**src/rtl/hls_macc_result_collector.sv**
```systemverilog
`default_nettype none
// ============================================================================
// Module  : hls_macc_result_collector
// Brief   : Gathers out1..out3 per ap_done frame into a FIFO valid/ready stream.
//           Define MACC_COLLECT_PARITY_EN to add stored per-field parity.
// Revision: 1.0
// ============================================================================
module hls_macc_result_collector #(
  parameter int DATA_W  = 32,
  parameter int DEPTH   = 4,
  parameter int TIMEOUT = 255
) (
  input  logic                   ap_clk,
  input  logic                   ap_rst,
  input  logic [DATA_W-1:0]      out1,
  input  logic                   out1_ap_vld,
  input  logic [DATA_W-1:0]      out2,
  input  logic                   out2_ap_vld,
  input  logic [DATA_W-1:0]      out3,
  input  logic                   out3_ap_vld,
  input  logic                   ap_done,
  output logic                   can_start,
  output logic                   m_valid,
  input  logic                   m_ready,
  output logic [3*DATA_W-1:0]    m_data,
  output logic [2:0]             m_mask,
  output logic [$clog2(DEPTH):0] m_count,
  output logic                   err_overflow,
  output logic                   err_dup,
  output logic                   err_timeout,
`ifdef MACC_COLLECT_PARITY_EN
  output logic [2:0]             m_parity,
  output logic                   err_parity,
`endif
  input  logic                   err_clr
);

  localparam int AW = $clog2(DEPTH);
  localparam int CW = (TIMEOUT > 1) ? $clog2(TIMEOUT) : 1;
`ifdef MACC_COLLECT_PARITY_EN
  localparam int PW = 3;
`else
  localparam int PW = 0;
`endif
  localparam int EW = PW + 3 + 3*DATA_W;

  localparam logic [AW:0]   c_depth     = (AW+1)'(DEPTH);
  localparam logic [AW:0]   c_start_lim = (AW+1)'(DEPTH-1);
  localparam logic [CW-1:0] c_cnt_last  = CW'(TIMEOUT-1);

  typedef enum logic [0:0] {S_IDLE = 1'b0, S_COLLECT = 1'b1} state_t;

  state_t            r_state;
  logic [CW-1:0]     r_cnt;
  logic [DATA_W-1:0] r_f1, r_f2, r_f3;
  logic [2:0]        r_flags;
  logic [EW-1:0]     r_mem [DEPTH];
  logic [AW:0]       r_wr, r_rd;

  logic [2:0]        w_vld;
  logic [DATA_W-1:0] w_f1, w_f2, w_f3;
  logic [2:0]        w_mask;
  logic              w_dup, w_timeout, w_full, w_pop, w_wr_en, w_ovf;
  logic [EW-1:0]     w_entry, w_head;

  // Same-cycle strobes are merged so ap_done sees the freshest values.
  assign w_vld     = {out3_ap_vld, out2_ap_vld, out1_ap_vld};
  assign w_f1      = out1_ap_vld ? out1 : r_f1;
  assign w_f2      = out2_ap_vld ? out2 : r_f2;
  assign w_f3      = out3_ap_vld ? out3 : r_f3;
  assign w_mask    = r_flags | w_vld;
  assign w_dup     = |(r_flags & w_vld);
  assign w_timeout = (r_state == S_COLLECT) && !ap_done && (r_cnt == c_cnt_last);

`ifdef MACC_COLLECT_PARITY_EN
  assign w_entry = {^w_f3, ^w_f2, ^w_f1, w_mask, w_f3, w_f2, w_f1};
`else
  assign w_entry = {w_mask, w_f3, w_f2, w_f1};
`endif

  assign m_count   = r_wr - r_rd;
  assign m_valid   = (r_wr != r_rd);
  assign w_full    = (m_count == c_depth);
  assign w_pop     = m_valid && m_ready;
  assign w_wr_en   = ap_done && (!w_full || w_pop);
  assign w_ovf     = ap_done && w_full && !w_pop;
  assign w_head    = r_mem[r_rd[AW-1:0]];
  assign m_data    = w_head[3*DATA_W-1:0];
  assign m_mask    = w_head[3*DATA_W +: 3];
  assign can_start = (m_count < c_start_lim) && (r_state == S_IDLE);

  always_ff @(posedge ap_clk or posedge ap_rst) begin
    if (ap_rst) begin
      r_f1    <= '0;
      r_f2    <= '0;
      r_f3    <= '0;
      r_flags <= '0;
    end else if (ap_done || w_timeout) begin
      r_f1    <= '0;
      r_f2    <= '0;
      r_f3    <= '0;
      r_flags <= '0;
    end else begin
      r_f1    <= w_f1;
      r_f2    <= w_f2;
      r_f3    <= w_f3;
      r_flags <= w_mask;
    end
  end

  always_ff @(posedge ap_clk or posedge ap_rst) begin
    if (ap_rst) begin
      r_state <= S_IDLE;
      r_cnt   <= '0;
    end else begin
      case (r_state)
        S_IDLE: begin
          if (!ap_done && (|w_vld)) begin
            r_state <= S_COLLECT;
            r_cnt   <= '0;
          end
        end
        S_COLLECT: begin
          if (ap_done || w_timeout) begin
            r_state <= S_IDLE;
            r_cnt   <= '0;
          end else begin
            r_cnt <= r_cnt + CW'(1);
          end
        end
        default: begin
          r_state <= S_IDLE;
          r_cnt   <= '0;
        end
      endcase
    end
  end

  // Full FIFO with a same-cycle pop overwrites the slot being read out.
  always_ff @(posedge ap_clk or posedge ap_rst) begin
    if (ap_rst) begin
      r_wr <= '0;
      r_rd <= '0;
      for (int i = 0; i < DEPTH; i++) r_mem[i] <= '0;
    end else begin
      if (w_wr_en) begin
        r_mem[r_wr[AW-1:0]] <= w_entry;
        r_wr                <= r_wr + 1'b1;
      end
      if (w_pop) r_rd <= r_rd + 1'b1;
    end
  end

  always_ff @(posedge ap_clk or posedge ap_rst) begin
    if (ap_rst) begin
      err_overflow <= 1'b0;
      err_dup      <= 1'b0;
      err_timeout  <= 1'b0;
    end else begin
      err_overflow <= (err_overflow && !err_clr) || w_ovf;
      err_dup      <= (err_dup && !err_clr) || w_dup;
      err_timeout  <= (err_timeout && !err_clr) || w_timeout;
    end
  end

`ifdef MACC_COLLECT_PARITY_EN
  logic [2:0] w_par_calc;
  logic       w_par_bad;

  assign w_par_calc = {^w_head[2*DATA_W +: DATA_W], ^w_head[DATA_W +: DATA_W], ^w_head[0 +: DATA_W]};
  assign m_parity   = w_head[3*DATA_W+3 +: 3];
  assign w_par_bad  = w_pop && (m_parity != w_par_calc);

  always_ff @(posedge ap_clk or posedge ap_rst) begin
    if (ap_rst) err_parity <= 1'b0;
    else        err_parity <= (err_parity && !err_clr) || w_par_bad;
  end
`endif

endmodule
`default_nettype wire

```
**config.mk**
```make
export PLATFORM = sky130hd
export DESIGN_NAME = hls_macc_result_collector
export DESIGN_NICKNAME = d
export VERILOG_FILES = /design/src/rtl/hls_macc_result_collector.sv
export SDC_FILE = /design/constraint.sdc
export NUM_CORES = 1
export LEC_CHECK = 0
export BUFFER_PORTS_ARGS = -buffer_cell sky130_fd_sc_hd__buf_2
export CORE_ASPECT_RATIO = 0.7
export CORE_MARGIN = 8
export CORE_UTILIZATION = 50
export DETAILED_ROUTE_END_ITERATION = 7
export PLACE_DENSITY = 0.69
export SETUP_SLACK_MARGIN = 0.2
export SLEW_MARGIN = 20
export SYNTH_ARGS = -nofsm -noshare
export SYNTH_HDL_FRONTEND = slang
export SYNTH_SLANG_ARGS = --single-unit
```
**constraint.sdc**
```tcl
create_clock -name ap_clk -period 44.4 [get_ports ap_clk]
set_clock_uncertainty 0.1 [all_clocks]
set_input_delay 6.66 -clock ap_clk [delete_from_list [all_inputs] [get_ports ap_clk]]
set_output_delay 6.66 -clock ap_clk [all_outputs]
set_load 0.02 [all_outputs]
```
==> flow_metrics.tcl, run 1 <==
set metrics [dict create \
    place_congestion 0.8141 \
    seq_area_frac_synth_pct 58.73 \
    firstDrtPassIters 5 \
    grtUsageMet3_pct 4.704 \
    critPathLaunchType "register" \
    cp.required_ns 37.64 \
    die_h_um 190.9 \
    slew_headroom_pct 25.17 \
    synth-edff-count 0 \
    place_inst 2543 \
    cts.hold.buffers_added 0 \
    cpMaxStageDelayCell "dfrtp_4" \
    ant_nets 0 \
    min_path_cells 1 \
    synthDistinctLibCells 40 \
    final-setup-viol-count 0 \
    synth_cells 1874 \
    hold_end "err_timeout" \
    irDropWorstVdd_mv 0.04981 \
    fin_crit_ns 10.15 \
    r2r-end "r_mem[217]" \
    clock-sinks 513 \
    synth_ff_type "dfrtp_1" \
    clk_latency_ns 0.57 \
    drc 0 \
    viasPerCell 6.282 \
    start_util_pct 50.36 \
    r2r_cells 8 \
    post_cts_buffers 0 \
    clk_pin_slew_worst_paths_ns 0.07 \
    n_antenna_cell 0 \
    htreeDepth 2 \
    synth_nets 1988 \
    vias 16540 \
    hold_viol_final 0 \
    clockBufferDepth 3 \
    rows 64 \
    syn_avg_cell_area_um2 11.66 \
    crit_path_max_fanout 30 \
    end_kind "output port" \
    reg2reg_slack_ns 39.58 \
    netlist_area_mm2 0.02186 \
    crit_chain "buf_4 -> fa_1 -> xor3_1 -> a211oi_1 -> buf_2" \
    grt_pass1_vias 17530 \
    async_flop_share_pct 100.0 \
    root_buffer "clkbuf_16" \
    post-route-cell-area_mm2 0.02503 \
    grt_util_met1_pct 32.99 \
    grt_usage_pct 24.89 \
    grt_max_degree 123 \
    cap_violations 0 \
    grt_busiest_layer "met2" \
    path_buf_inv 2 \
    areaGrowthSynthToFinish_pct 14.49 \
    finalMaxSlewViolations 0 \
    slowest_delay_ns 0.84 \
    drt_iter0_drc 1580 \
    crit_type "register to output port" \
    status "completed" \
    hold_class "register to register" \
    cts_resized 0 \
    final_nets 2114 \
    drive_above_1_share_pct 21.88 \
    synth_warnings 0 \
    numCtsBuffers 49 \
    hold_path.startpoint "err_timeout" \
    core_mm2 0.04340 \
    clock.fmax_mhz 98.50 \
    cts_tree "done" \
    die_x_um 265.9 \
    grt-ovfl-total 0 \
    io_pins 211 \
    p_per_area_mw_per_mm2 86.62 \
    wl_per_cell_um 24.11 \
    final_cells 2632 \
    p_leak_uw 0.01042 \
    cp.arrival_ns 3.39 \
    antenna_found_initial 0 \
    crit_family "flip-flops" \
    place_area_mm2 0.02331 \
    grt_pass1_wl_mm 100.5 \
    synth-seq-cells 513 \
    drt-total-wl_mm 63.47 \
    use_met2_pct 41.03 \
    r2r_start "r_rd[1]" \
    worst_slew_pin_slew_ns 1.114 \
    tns_ns 0 \
    period_share_pct 22.87 \
    port_buffers 210 \
    rsz0062_at_grt "no" \
    die-area_mm2 0.05077 \
    dp_hpwl_mm 34.52 \
]
routing by layer:
metal	wire, um	up-vias
met3	5097	139
met2	30930	772
li1	-	7084
met1	25420	8540
met5	0	-
met4	2013	0
cell usage in the layout (no fill, tap or decap), drive strengths merged, types with 3 or more instances in the layout:
cell type  count
xor2           5
mux4          99
ha             9
a211oi         9
xnor2          3
clkinvlp       4
nor2         103
clkinv        11
a21oi        403
a21o           3
mux2i         96
buf          246
bufinv         7
clkbuf        66
dfrtp        513
nand3         11
nor3         397
o21ai          9
inv           15
and2           3
nand2          5
worst reg2reg max path: cells and delay by family (launching register included):
kind | cells | cell delay (ns)
DFF | 1 | 0.84
and+or+nand+nor | 2 | 0.63
AOI/OAI and AO/OA | 2 | 0.46
buffers and inverters | 3 | 1.98
adders and majority gates | 1 | 0.64
final cells by class:
class	count	area, um^2
multi-input combinational	1176	8343
clock inverter	23	315.3
fill	3598	18380
timing repair buffer	246	1329
sequential	513	12840
tap	594	743.2
inverter	14	60.06
clock buffer	66	1391
synth_stat cells (2+ instances only):
master | instances | area (um^2)
mux2i_1 | 96 | 960.9
xor2_1 | 5 | 43.79
a21o_1 | 3 | 22.52
ha_1 | 9 | 112.6
nand2_1 | 5 | 18.77
and3_1 | 2 | 12.51
a21oi_1 | 403 | 2017
o21ai_0 | 9 | 45.04
inv_1 | 13 | 48.80
a211oi_4 | 3 | 60.06
dfrtp_1 | 513 | 12840
buf_2 | 45 | 225.2
buf_4 | 4 | 30.03
nor3_1 | 397 | 1987
and2_1 | 3 | 18.77
a211oi_2 | 4 | 50.05
nor2_1 | 103 | 386.6
buf_1 | 23 | 86.33
a32o_1 | 2 | 20.02
a211oi_1 | 2 | 15.01
nand4_1 | 2 | 12.51
nor3b_1 | 2 | 15.01
xnor2_1 | 3 | 26.28
o21bai_1 | 2 | 15.01
mux4_2 | 99 | 2230
clkbuf_1 | 98 | 367.9
nand3_1 | 11 | 55.05
report_power, final:
part	internal (uW)	switching [uW]	total, uW	leakage (uW)
clock network	261	182	443	0.000833
logic	377	568	944	0.00369
registers	661	119	781	0.00589
total	1300	869	2170	0.0104
sequential cells by signal (all words and copies together) (netlist names), 3 cells and up:
name / flops
r_cnt: 8
r_f1: 32
r_f2: 32
r_f3: 32
r_flags: 3
r_mem: 396
r_rd: 3
r_wr: 3
through the flow:
stage	utilization [%]	hold slack (ns)	total power, uW	setup slack (ns)
2_1_floorplan	-	0.3806	1423	23.31
3_3_place_gp	53.71	0.3846	1698	34.80
3_5_place_dp	53.71	0.3762	1731	34.71
4_1_cts	57.65	0.3924	2179	34.20
5_1_grt	57.66	0.4262	2291	34.03
6_report	57.66	0.3896	2168	34.25
how the worst max path moves through the flow:
stage / startpoint / cells past startpoint / end / slack [ns]
global route: r_rd[1] / 5 / can_start / 34.03
global placement: ap_rst / 4 / r_rd[0] / 34.80
finish: r_rd[1] / 5 / can_start / 34.25
detailed placement: ap_rst / 4 / r_rd[1] / 34.71
floorplan: ap_rst / 1 / err_dup / 23.31
CTS: r_rd[1] / 5 / can_start / 34.20
cells by family (layout without fill, tap and decap cells):
family	Yosys count	in the layout	synth area share (%)
AO/OA/AOI/OAI	433	433	10.49
adder cells (fa/ha/maj)	10	10	0.6068
multiplexers	196	196	14.65
flip-flops	513	513	58.73
AND/OR/NAND/NOR	528	528	11.56
buffers and inverters	185	349	3.537
XOR/XNOR	9	9	0.4293
(Power assumes the default switching activity.)
==> inputs of run 2 (changes only) <==
--- a/config.mk
+++ b/config.mk
@@ -10,7 +10,7 @@
 export CORE_MARGIN = 8
 export CORE_UTILIZATION = 50
 export DETAILED_ROUTE_END_ITERATION = 7
-export PLACE_DENSITY = 0.69
+export PLACE_DENSITY = 0.72
 export SETUP_SLACK_MARGIN = 0.2
 export SLEW_MARGIN = 20
 export SYNTH_ARGS = -nofsm -noshare
==> constraint.sdc (replaced) <==
create_clock -name ap_clk -period 8.2 [get_ports ap_clk]
set_clock_uncertainty 0.1 [all_clocks]
set_input_delay 1.23 -clock ap_clk [delete_from_list [all_inputs] [get_ports ap_clk]]
set_output_delay 1.23 -clock ap_clk [all_outputs]
set_load 0.02 [all_outputs]
==> flow_metrics.tcl, run 2 (same netlist as run 1, synthesis figures left out) <==
set metrics [dict create \
    status "completed" \
    end_kind "output port" \
    die_x_um 265.9 \
    p_leak_uw 0.01039 \
    grt_pass1_wl_mm 98.93 \
    core_mm2 0.04340 \
    final_common_cell "dfrtp_1" \
    viasPerCell 6.225 \
    grt_max_degree 191 \
    cap_violations 0 \
    root_buffer "clkbuf_16" \
    start_util_pct 50.36 \
    ant_nets 0 \
    cp.arrival_ns 3.24 \
    worst_slew_pin_slew_ns 1.101 \
    drive_above_1_share_pct 21.85 \
    crit_type "register to output port" \
    tns_ns 0 \
    fin_util_pct 57.51 \
    place_inst 2541 \
    cts_resized 0 \
    cts_tree "done" \
    io_pins 211 \
    die_h_um 190.9 \
    die-area_mm2 0.05077 \
    clock.fmax_mhz 219.0 \
    antenna_found_initial 0 \
    cp.required_ns 6.87 \
    crit_path_max_fanout 60 \
    post_cts_buffers 0 \
    clk_pin_slew_worst_paths_ns 0.07 \
    fin_crit_ns 4.567 \
    worst_slack_ns 3.633 \
    irDropWorstVdd_mv 0.2689 \
    wl_per_cell_um 23.87 \
    port_buffers 210 \
    top_register "r_mem" \
    finalMaxSlewViolations 0 \
    numCtsBuffers 49 \
    clk_latency_ns 0.57 \
    grt-ovfl-total 0 \
    layout_common_cells "dfrtp_1 (511), a21oi_1 (399), nor3_1 (397)" \
    final_cells 2626 \
    htreeDepth 2 \
    hold_class "register to register" \
    drt_iter0_drc 1632 \
    critPathLaunchType "register" \
    rsz0062_at_grt "no" \
    drt-total-wl_mm 62.68 \
    dp_hpwl_mm 34.51 \
    place_congestion 0.8103 \
    dp_slack_ns 3.928 \
    cts.hold.buffers_added 0 \
    clock-sinks 513 \
    final_nets 2113 \
    drc 0 \
    grt_usage_pct 24.43 \
    clockBufferDepth 3 \
    p_total_uw 11640 \
    rows 64 \
    vias 16350 \
    grt_pass1_vias 17500 \
    n_antenna_cell 0 \
    hold_viol_final 0 \
    areaGrowthSynthToFinish_pct 14.20 \
    firstDrtPassIters 5 \
    largest_reg_flops 396 \
    final-setup-viol-count 0 \
    slew_headroom_pct 26.09 \
    period_share_pct 55.70 \
    p_per_area_mw_per_mm2 466.3 \
]
[run 2: cell types whose count changed in the layout (fill, tap and decap cells not counted), moves of 2 or more]
| cell | previous run | this run |
|---|---|---|
| clkinv_2 | 10 | 13 |
| bufinv_16 | 7 | 4 |
| clkbuf_1 | 8 | 4 |
| buf_6 | 2 | 0 |
| buf_12 | 0 | 2 |
[run 2: path summary, 6_finish.rpt]
check,startpoint,cells after the start,end,slack [ns]
worst max-delay path,r_rd[0],3,m_mask[2],3.63
worst min-delay path,err_timeout,1,err_timeout,0.40
worst max register to register,r_rd[0],8,r_mem[136],3.91
worst min register to register,err_timeout,1,err_timeout,0.40
max in group asynchronous,ap_rst,4,r_mem[303],5.40
min in group asynchronous,ap_rst,2,r_mem[367],0.59
[run 2: per-stage QoR]
stage	hold slack, ns	cell area [um^2]
floorplan	0.3806	21860
global placement	0.3783	23320
detailed placement	0.3958	23320
CTS	0.4095	24930
finish	0.4029	24960
global route	0.4339	24960
[run 2: power breakdown]
part	leakage (uW)	switching (uW)	internal (uW)	total, uW
logic	0.00370	3100	2040	5150
clock network	0.000800	968	1320	2290
registers	0.00589	626	3580	4210
[run 2: area by class of cell]
| cell class | count | area, um^2 |
|---|---|---|
| fillers | 3594 | 18440 |
| flip-flops and latches | 513 | 12840 |
| multi-input cells | 1176 | 8343 |
| clock buffers | 62 | 1388 |
| repair buffers | 245 | 1361 |
| well taps | 594 | 743.2 |
| clock inverters | 22 | 225.2 |
| inverters | 14 | 56.30 |
[run 2: critical path: stages, from the launching register on]
cell,delay (ns)
dfrtp_4,0.89
buf_4,0.91
mux4_2,0.63
buf_2,0.18
[run 2: per-layer routing]
metal / vias up / track usage (%) / routed length, um
met5: - / 0 / 0
met3: 129 / 4.858 / 4902
met1: 8347 / 32.18 / 25410
met2: 801 / 40.53 / 30660
li1: 7071 / - / -
met4: 0 / 8.505 / 1713
==> inputs of run 3 (changes only) <==
==> constraint.sdc (replaced) <==
create_clock -name ap_clk -period 4 [get_ports ap_clk]
set_clock_uncertainty 0.1 [all_clocks]
set_input_delay 0.6 -clock ap_clk [delete_from_list [all_inputs] [get_ports ap_clk]]
set_output_delay 0.6 -clock ap_clk [all_outputs]
set_load 0.02 [all_outputs]
==> flow_metrics.tcl, run 3 (same netlist as run 1, synthesis figures left out) <==
set metrics [dict create \
    end_kind "output port" \
    crit_chain "buf_4 -> buf_6 -> mux4_2 -> buf_2" \
    r2r_start "r_wr[0]" \
    dp_hpwl_mm 35.92 \
    hold_class "input port to asynchronous set/reset pin" \
    final_cells 2644 \
    drive_above_1_share_pct 21.86 \
    antenna_found_initial 2 \
    fin_util_pct 58.26 \
    viasPerCell 6.272 \
    firstDrtPassIters 5 \
    drt_iter0_drc 1494 \
    seqPwrFrac_pct 35.2 \
    clock.fmax_mhz 289.2 \
    cp.arrival_ns 2.76 \
    wl_per_cell_um 24.11 \
    vias 16580 \
    seqCellArea_mm2 0.01284 \
    p_int_uw 14410 \
    start_util_pct 50.36 \
    comb_power_share_pct 45.2 \
    cts_resized 0 \
    grt-ovfl-total 0 \
    cts_tree "done" \
    drc 0 \
    crit_family "buffers and inverters" \
    hold_viol_final 0 \
    place_area_mm2 0.02365 \
    ant_nets 0 \
    place_inst 2552 \
    irDropWorstVdd_mv 0.6480 \
    path_buf_inv 3 \
    core_mm2 0.04340 \
    final_nets 2123 \
    crit_type "register to output port" \
    slew_headroom_pct 24.50 \
    n_fill_cell 3525 \
    finalMaxSlewViolations 0 \
    period_share_pct 86.45 \
    worst_slew_pin_slew_ns 1.124 \
    crit_path_max_fanout 38 \
    die-area_mm2 0.05077 \
    clk_latency_ns 0.57 \
    die_h_um 190.9 \
    top_register "r_mem" \
    areaGrowthSynthToFinish_pct 15.68 \
    cp.required_ns 3.30 \
    drt-total-wl_mm 63.75 \
    clk_pin_slew_worst_paths_ns 0.07 \
    rsz0062_at_grt "no" \
    tns_ns 0 \
    place_congestion 0.8478 \
    post-route-cell-area_mm2 0.02529 \
    slowest_delay_ns 0.63 \
    numCtsBuffers 49 \
    reg2reg_slack_ns 0.64 \
    critPathLaunchType "register" \
    die_x_um 265.9 \
    root_buffer "clkbuf_16" \
    switchingPower_uw 9672 \
    grt_pass1_wl_mm 100.6 \
    p_clk_share_pct 19.6 \
    r2r-end "r_mem[75]" \
    cap_violations 0 \
    worst-path-stages 4 \
    p_per_area_mw_per_mm2 952.3 \
    rows 64 \
    multi_input_area_mm2 0.008343 \
    grt_pass1_vias 17610 \
    layout_common_cells "dfrtp_1 (511), a21oi_1 (399), nor3_1 (397)" \
    port_buffers 210 \
    p_total_uw 24080 \
    sw_frac_of_total_pct 40.17 \
    final-setup-viol-count 0 \
    clock-sinks 513 \
    io_pins 211 \
    r2r_cells 8 \
    final_common_cell "dfrtp_1" \
    grt_max_degree 110 \
    post_cts_buffers 0 \
    fin_crit_ns 3.458 \
    htreeDepth 2 \
    status "completed" \
    p_leak_uw 0.01051 \
    clockBufferDepth 3 \
    cts.hold.buffers_added 0 \
    cpMaxStageDelayCell "mux4_2" \
    largest_reg_flops 396 \
    grt_usage_pct 24.83 \
]
## run 3: layout make-up
| cell class | instances | area share, % |
|---|---|---|
| flip-flops and latches | 513 | 50.80 |
| clock inverters | 13 | 0.5839 |
| repair buffers | 255 | 6.606 |
| inverters | 14 | 0.2227 |
| well taps | 594 | 2.939 |
| diodes | 1 | 0.009897 |
| multi-input cells | 1176 | 33.00 |
| clock buffers | 78 | 5.844 |
## run 3: stage by stage
step                worst slack [ns]  hold slack, ns
floorplan                     -3.666          0.3806
global placement              0.7707          0.3896
detailed placement            0.6795          0.4021
CTS                           0.2722          0.1702
global route                  0.3791          0.2072
finish                        0.5419          0.1712
## run 3: layer usage
layer | vias up | global-route usage (%) | part of all wire [%]
li1 | 7099 | - | -
met2 | 731 | 41.93 | 50
met5 | - | 0 | 0.016
met3 | 114 | 5.089 | 7.4
met4 | 2 | 6.321 | 1.9
met1 | 8636 | 32.91 | 41
## run 3: power groups by stage
| stage | logic (uW) | registers [uW] | clock network (uW) |
|---|---|---|---|
| 2_1_floorplan | 7620 | 8170 | 0 |
| 3_3_place_gp | 10600 | 8370 | 0 |
| 3_5_place_dp | 10900 | 8500 | 0 |
| 4_1_cts | 10900 | 8430 | 4780 |
| 5_1_grt | 11700 | 8690 | 5020 |
| 6_report | 10900 | 8480 | 4710 |
## run 3: worst max path at each step
stage / startpoint / to / slack, ns
after floorplan: ap_rst / err_dup / -3.67
after global placement: r_wr[0] / r_mem[84] / 0.77
after detailed placement: r_wr[0] / r_mem[72] / 0.68
after CTS: r_rd[1] / m_data[23] / 0.27
after global routing: r_rd[1] / m_data[28] / 0.38
final: r_rd[1] / m_data[23] / 0.54
